==> src/rtl/output_map_pkg.sv <==
// Shared definitions for the memory-mapped output port block: register map,
// access-size encoding and byte-lane helpers.
package output_map_pkg;

   // Per-channel register offsets inside the 16-byte channel window
   localparam logic [3:0]  OFS_DATA      = 4'h0;
   localparam logic [3:0]  OFS_SET       = 4'h4;
   localparam logic [3:0]  OFS_CLR       = 4'h8;
   localparam logic [3:0]  OFS_DUTY      = 4'hC;

   // Shared prescaler register, above the largest possible channel window
   localparam logic [31:0] ADDR_PRESCALE = 32'h0000_0100;

   // PWM counter runs 0..PWM_MAX, so a duty of 255 is never reached by the
   // counter and therefore means "always on"
   localparam logic [7:0]  PWM_MAX       = 8'd254;
   localparam logic [7:0]  DUTY_RST      = 8'hFF;

   typedef enum logic [1:0] {
      SZ_BYTE = 2'd0,
      SZ_HALF = 2'd1,
      SZ_WORD = 2'd2,
      SZ_RSVD = 2'd3
   } size_e;

   // Byte-lane enables for an access; misaligned or reserved accesses
   // produce an all-zero mask so the write is dropped entirely
   function automatic logic [3:0] lane_mask(input size_e size, input logic [1:0] ofs);
      logic [3:0] m;
      m = 4'b0000;
      case (size)
         SZ_BYTE: m = 4'b0001 << ofs;
         SZ_HALF: if (!ofs[0]) m = ofs[1] ? 4'b1100 : 4'b0011;
         SZ_WORD: if (ofs == 2'b00) m = 4'b1111;
         default: m = 4'b0000;
      endcase
      return m;
   endfunction

   // Expand byte-lane enables into a 32-bit bit mask
   function automatic logic [31:0] lane_bits(input logic [3:0] lanes);
      return {{8{lanes[3]}}, {8{lanes[2]}}, {8{lanes[1]}}, {8{lanes[0]}}};
   endfunction

endpackage

==> src/rtl/output_port_map_pwm_timebase.sv <==
// Shared PWM timebase: programmable 16-bit prescaler that issues a one-cycle
// tick every PRESCALE+1 cycles, and an 8-bit PWM counter advanced by the tick.
module pwm_timebase
   import output_map_pkg::*;
(
   input  logic        i_clk,
   input  logic        i_rst_n,
   input  logic        i_ps_we,
   input  logic [15:0] i_ps_wdata,
   output logic [15:0] o_prescale,
   output logic [7:0]  o_pwm_cnt
);

   logic [15:0] r_prescale;
   logic [15:0] r_ps_cnt;
   logic [7:0]  r_pwm_cnt;
   logic        w_tick;

   // A PRESCALE write restarts the prescaler, so no tick is issued on that
   // edge and the PWM counter holds its value
   assign w_tick = (r_ps_cnt == r_prescale) && !i_ps_we;

   // Prescale register and prescaler count
   always_ff @(posedge i_clk or negedge i_rst_n) begin
      if (!i_rst_n) begin
         r_prescale <= '0;
         r_ps_cnt   <= '0;
      end else if (i_ps_we) begin
         r_prescale <= i_ps_wdata;
         r_ps_cnt   <= '0;
      end else if (w_tick) begin
         r_ps_cnt   <= '0;
      end else begin
         r_ps_cnt   <= r_ps_cnt + 16'd1;
      end
   end

   // PWM counter: 0..PWM_MAX then wrap, one step per tick
   always_ff @(posedge i_clk or negedge i_rst_n) begin
      if (!i_rst_n) begin
         r_pwm_cnt <= '0;
      end else if (w_tick) begin
         r_pwm_cnt <= (r_pwm_cnt >= PWM_MAX) ? 8'd0 : r_pwm_cnt + 8'd1;
      end
   end

   assign o_prescale = r_prescale;
   assign o_pwm_cnt  = r_pwm_cnt;

endmodule

==> src/rtl/output_port_map.sv <==
// Memory-mapped output port: NUM_CHANNELS registers of WIDTH bits with
// set/clear aliases, byte-lane writes, read-back and per-channel PWM dimming
// from a shared timebase. The pin outputs are registered once more.
module output_port_map
   import output_map_pkg::*;
#(
   parameter int NUM_CHANNELS = 4,
   parameter int WIDTH        = 8
) (
   input  logic                          clk,
   input  logic                          rst_n,
   input  logic [31:0]                   output_address,
   input  logic [31:0]                   output_in,
   input  logic [1:0]                    output_size,
   input  logic                          output_write_enable,
   output logic [31:0]                   output_out,
   output logic [NUM_CHANNELS*WIDTH-1:0] led
);

   // DATA bits at or above WIDTH are never stored
   localparam logic [31:0] DATA_MASK = 32'hFFFF_FFFF >> (32 - WIDTH);

   logic [3:0]  w_lanes;
   logic [31:0] w_bits;
   logic        w_wr;
   logic [3:0]  w_ofs;
   logic        w_ps_sel;
   logic        w_ps_we;
   logic [15:0] w_ps_wdata;
   logic [15:0] w_prescale;
   logic [7:0]  w_pwm_cnt;

   logic [31:0]      r_data [NUM_CHANNELS];
   logic [7:0]       r_duty [NUM_CHANNELS];
   logic [WIDTH-1:0] r_led  [NUM_CHANNELS];

   // ---------------------------------------------------------------------
   // Access decode
   // ---------------------------------------------------------------------
   assign w_lanes  = lane_mask(size_e'(output_size), output_address[1:0]);
   assign w_bits   = lane_bits(w_lanes);
   assign w_wr     = output_write_enable && (w_lanes != 4'b0000);
   assign w_ofs    = {output_address[3:2], 2'b00};
   assign w_ps_sel = (output_address[31:2] == ADDR_PRESCALE[31:2]);

   // PRESCALE is 16 bits wide; a write touching only its upper lanes is
   // not a PRESCALE write and must not restart the prescaler
   assign w_ps_we    = w_wr && w_ps_sel && (w_lanes[1:0] != 2'b00);
   assign w_ps_wdata = (w_prescale & ~w_bits[15:0]) | (output_in[15:0] & w_bits[15:0]);

   pwm_timebase u_timebase (
      .i_clk      (clk),
      .i_rst_n    (rst_n),
      .i_ps_we    (w_ps_we),
      .i_ps_wdata (w_ps_wdata),
      .o_prescale (w_prescale),
      .o_pwm_cnt  (w_pwm_cnt)
   );

   // ---------------------------------------------------------------------
   // Per-channel registers and pin pipeline
   // ---------------------------------------------------------------------
   for (genvar c = 0; c < NUM_CHANNELS; c++) begin : g_ch
      logic        w_hit;
      logic [31:0] w_data_nxt;
      logic        w_pwm_on;

      assign w_hit    = w_wr && (output_address[31:4] == 28'(c));
      assign w_pwm_on = (w_pwm_cnt < r_duty[c]);

      // Next DATA value for the addressed alias, restricted to enabled lanes
      always_comb begin
         w_data_nxt = r_data[c];
         case (w_ofs)
            OFS_DATA: w_data_nxt = (r_data[c] & ~w_bits) | (output_in & w_bits);
            OFS_SET:  w_data_nxt = r_data[c] | (output_in & w_bits);
            OFS_CLR:  w_data_nxt = r_data[c] & ~(output_in & w_bits);
            default:  w_data_nxt = r_data[c];
         endcase
      end

      // DATA and DUTY registers; DUTY lives in lane 0 only
      always_ff @(posedge clk or negedge rst_n) begin
         if (!rst_n) begin
            r_data[c] <= '0;
            r_duty[c] <= DUTY_RST;
         end else if (w_hit) begin
            if (w_ofs == OFS_DUTY) begin
               if (w_lanes[0]) r_duty[c] <= output_in[7:0];
            end else begin
               r_data[c] <= w_data_nxt & DATA_MASK;
            end
         end
      end

      // Pin register: gated DATA, one cycle behind the register write
      always_ff @(posedge clk or negedge rst_n) begin
         if (!rst_n) begin
            r_led[c] <= '0;
         end else begin
            r_led[c] <= r_data[c][WIDTH-1:0] & {WIDTH{w_pwm_on}};
         end
      end

      assign led[c*WIDTH +: WIDTH] = r_led[c];
   end

   // ---------------------------------------------------------------------
   // Read-back mux; unmapped addresses read as zero
   // ---------------------------------------------------------------------
   // Combinational read of the register selected by the word address
   always_comb begin
      output_out = '0;
      if (w_ps_sel) output_out = {16'h0000, w_prescale};
      for (int c = 0; c < NUM_CHANNELS; c++) begin
         if (output_address[31:4] == 28'(c)) begin
            if (w_ofs == OFS_DUTY) output_out = {24'h000000, r_duty[c]};
            else                   output_out = r_data[c];
         end
      end
   end

endmodule

==> config.mk <==
export PLATFORM = sky130hd
export DESIGN_NAME = output_port_map
export DESIGN_NICKNAME = d
export VERILOG_FILES = /design/src/rtl/output_map_pkg.sv /design/src/rtl/output_port_map_pwm_timebase.sv /design/src/rtl/output_port_map.sv
export SDC_FILE = /design/constraint.sdc
export NUM_CORES = 1
export LEC_CHECK = 0
export CAP_MARGIN = 20
export CORE_UTILIZATION = 40
export CTS_CLUSTER_SIZE = 16
export DETAILED_ROUTE_END_ITERATION = 12
export PLACE_DENSITY = 0.73
export SLEW_MARGIN = 20
export SYNTH_ARGS = -nofsm -noshare
export SYNTH_HDL_FRONTEND = slang
export SYNTH_SLANG_ARGS = --single-unit
==> constraint.sdc <==
create_clock -name clk -period 2.9 [get_ports clk]
set_input_delay 0.58 -clock clk [delete_from_list [all_inputs] [get_ports clk]]
set_output_delay 0.58 -clock clk [all_outputs]
set_load 0.03 [all_outputs]
==> impl_metrics.json <==
{
  "ys_async_sr_fraction": 1.00,
  "initial_core_util": 0.413,
  "drt-total-wl_mm": 23.4,
  "maxCapViolations": 0,
  "avgRoutedWirePerCell_um": 20.3,
  "synth_area_leaders": "dfrtp_1, dfstp_2, o21ai_0",
  "tightest_slew_ns": 0.674,
  "rows": 49,
  "crit_path_max_incr_delay_ns": 0.43,
  "worstSetupPathType": "in2out",
  "syn2layout_area_growth_pct": 31.2,
  "cp_cell_sequence": "clkdlybuf4s50_1, nor4_2, nand4_1, buf_4, nor3_4, buf_6, and2_1, buf_6",
  "post-route-min-period_ns": 2.83,
  "io_buffers": 100,
  "synth_top_area_cell": "dfrtp_1",
  "dr.first_iter.drc_count": 723,
  "reg2reg_from": "r_duty[13]",
  "crit_fanout": 5,
  "cts_tree": "built",
  "drive_above_1_share": 0.204,
  "critPathBufInv": 4,
  "finalSetupViolCount": 0,
  "crit_path_start_kind": "primary input",
  "synth_edf_count": 0,
  "grt_pass1_vias": 6662,
  "ys.flop_type": "dfrtp_1",
  "power.density_mw_per_mm2": 480,
  "fmax_mhz": 353,
  "fin_crit_sh": 0.976,
  "yosysWarnings": 0,
  "dieArea_mm2": 0.0194,
  "cp_slowest_cell": "clkdlybuf4s50_1",
  "clk_pin_slew_ns": 0.06,
  "hold_violations": 0,
  "synth_cells": 777,
  "min_path_type": "in2async",
  "core_area_mm2": 0.0182,
  "crit_top_cell": "buf_6",
  "post-route-drc-count": 3,
  "ir_worst_vdd_uv": 391,
  "crit_required_ns": 2.32,
  "fin_skew_ns": 0.00670,
  "cts_max_path_buffers": 2,
  "setup_tns_ns": 0,
  "final-max-slew-violation-count": 0,
  "vias": 6716,
  "hold_buffers": 0,
  "violations": "design-rule violations",
  "rr_worst_depth": 8,
  "cts_buffers": 17,
  "dp.final_hpwl_mm": 16.5,
  "slew_headroom": 0.549,
  "whs_ns": 0.101,
  "pre_cts_ws_ns": -0.367,
  "critPathTopFamily": "buffers and inverters",
  "numClockSinks": 136,
  "leakage_nw": 4.36,
  "grt_start_max_net_pins": 53,
  "overflow": 0,
  "ctsHtreeMaxLevel": 4,
  "antennaDiodeCount": 0,
  "end_kind": "output port",
  "clkLatencyLatePin_ns": 0.43,
  "comb_power_share": 0.072,
  "p_switching_mw": 1.08,
  "grtUsageTotal": 0.247,
  "worst_ep_arrival_time_ns": 2.25,
  "p_int_mw": 3.65,
  "syn_area_mm2": 0.00752,
  "final_nets": 1013,
  "p_clk_frac": 0.524,
  "synth_area_per_cell_um2": 9.68,
  "grt_pass1_wl_mm": 36.3,
  "ant_nets": 0,
  "dieWidth_um": 139,
  "timing.rr.end": "led[21]",
  "setup_ws_ns": 0.0708,
  "antenna_found_initial": 0,
  "vias_per_cell": 5.81,
  "cts_root_buf": "clkbuf_16",
  "synth-seq-cells": 136,
  "pwr-share-seq": 0.404,
  "rrSetupSlack_ns": 0.64,
  "first_pass_iters": 10,
  "switching_share": 0.229,
  "outcome": "finished with violations",
  "synth_top_cell_area_share": 0.346,
  "die_h_um": 139,
  "pin_count": 133,
  "synth.distinct_cells": 55,
  "routabilityCongestion": 0.966,
  "synth_seq_area_share": 0.458
}
## placed cells by master, fill, tap and decap left out, types with 6 or more instances in the layout
| master | count |
|---|---|
| nand2b_1 | 9 |
| nand2_1 | 84 |
| nand4_1 | 11 |
| buf_6 | 15 |
| bufinv_16 | 6 |
| o21ai_1 | 12 |
| inv_1 | 39 |
| o21ai_0 | 84 |
| a31oi_1 | 7 |
| mux4_2 | 8 |
| xor2_1 | 27 |
| buf_4 | 57 |
| nand3_1 | 13 |
| mux2_2 | 10 |
| conb_1 | 16 |
| clkdlybuf4s50_1 | 74 |
| nor4_1 | 8 |
| a22oi_1 | 32 |
| nor2b_1 | 28 |
| ha_1 | 31 |
| dfrtp_1 | 104 |
| a21oi_1 | 16 |
| o221ai_1 | 32 |
| clkbuf_16 | 17 |
| nor2_1 | 35 |
| dfstp_2 | 32 |
| and2_1 | 17 |
## synthesized netlist by cell type, types with 16 or more instances
| master | instances |
|---|---|
| ha_1 | 31 |
| nor2b_1 | 28 |
| o221ai_1 | 32 |
| dfstp_2 | 32 |
| buf_4 | 16 |
| dfrtp_1 | 104 |
| nand2_1 | 84 |
| xor2_1 | 27 |
| and2_1 | 21 |
| a21oi_1 | 21 |
| o21ai_0 | 96 |
| inv_1 | 39 |
| a22oi_1 | 32 |
| clkbuf_1 | 25 |
| nor2_1 | 40 |
## metrics by stage
step / instance area (µm²) / total power [mW] / std cells / util
floorplan: 7580 / 2.09 / 792 / -
global route: 9860 / 4.87 / 1155 / 0.542
CTS: 9720 / 4.75 / 1151 / 0.534
global placement: 8990 / 2.27 / 1118 / 0.494
detailed placement: 8990 / 2.27 / 1118 / 0.494
finish: 9860 / 4.73 / 1155 / 0.542
## layout make-up
type / instances / area, µm²
fill: 1550 / 8340
multi-input combinational: 560 / 3810
sequential: 136 / 3440
timing repair buffer: 159 / 1510
clock buffer: 18 / 429
tap: 229 / 287
clock inverter: 14 / 245
inverter: 39 / 146
## cell families (layout without fill, tap and decap cells)
family,count (synthesis),in the layout,share of synthesized area
muxes,18,18,0.0389
and+or+nand+nor,244,244,0.169
DFF,136,136,0.458
AOI/OAI and AO/OA,220,220,0.188
xor gates and xnor gates,31,31,0.0361
buffers and inverters,96,230,0.0587
adders and majority gates,31,31,0.0516
other,1,16,0.000499
## per-layer routing
metal	up-vias	track usage	share of wire
li1	3041	-	-
met2	350	0.401	0.47
met4	0	0.103	0.038
met3	79	0.0615	0.084
met5	-	0	0
met1	3246	0.313	0.41
## how the worst max path moves through the flow
stage                       startpoint             end  slack (ns)  depth (start not counted)
global route        output_address[21]  output_out[11]       -0.01                          8
detailed placement   output_address[3]   output_out[3]       -0.37                          9
CTS                  output_address[9]   output_out[5]       0.002                          7
floorplan            output_address[2]   output_out[0]        0.02                          8
global placement     output_address[3]   output_out[3]       -0.32                          9
finish              output_address[10]  output_out[11]        0.07                          8
## worst register-to-register path, delay by kind of cell (launching register included)
kind	cells	cell delay (ns)
AO/OA/AOI/OAI	4	0.99
flip-flops	1	0.55
adder cells (fa/ha/maj)	1	0.31
AND/OR/NAND/NOR	2	0.29
buffers and inverters	1	0.05
## power by group through the flow
| stage | registers (mW) | clock network [mW] | logic [mW] |
|---|---|---|---|
| after floorplan | 1.94 | 0 | 0.152 |
| after global placement | 1.94 | 0 | 0.324 |
| after detailed placement | 1.94 | 0 | 0.328 |
| after CTS | 1.91 | 2.50 | 0.333 |
| after global routing | 1.91 | 2.60 | 0.362 |
| final | 1.91 | 2.48 | 0.341 |
## repair_timing
action / in CTS / in global routing
setup buffers: 1 / 3
gates cloned: 0 / 1
pin swaps: 8 / 8
setup endpoints to repair: 16 / 16
gates resized for setup: 30 / 35
No activity file was read; power rests on OpenSTA's default activity.
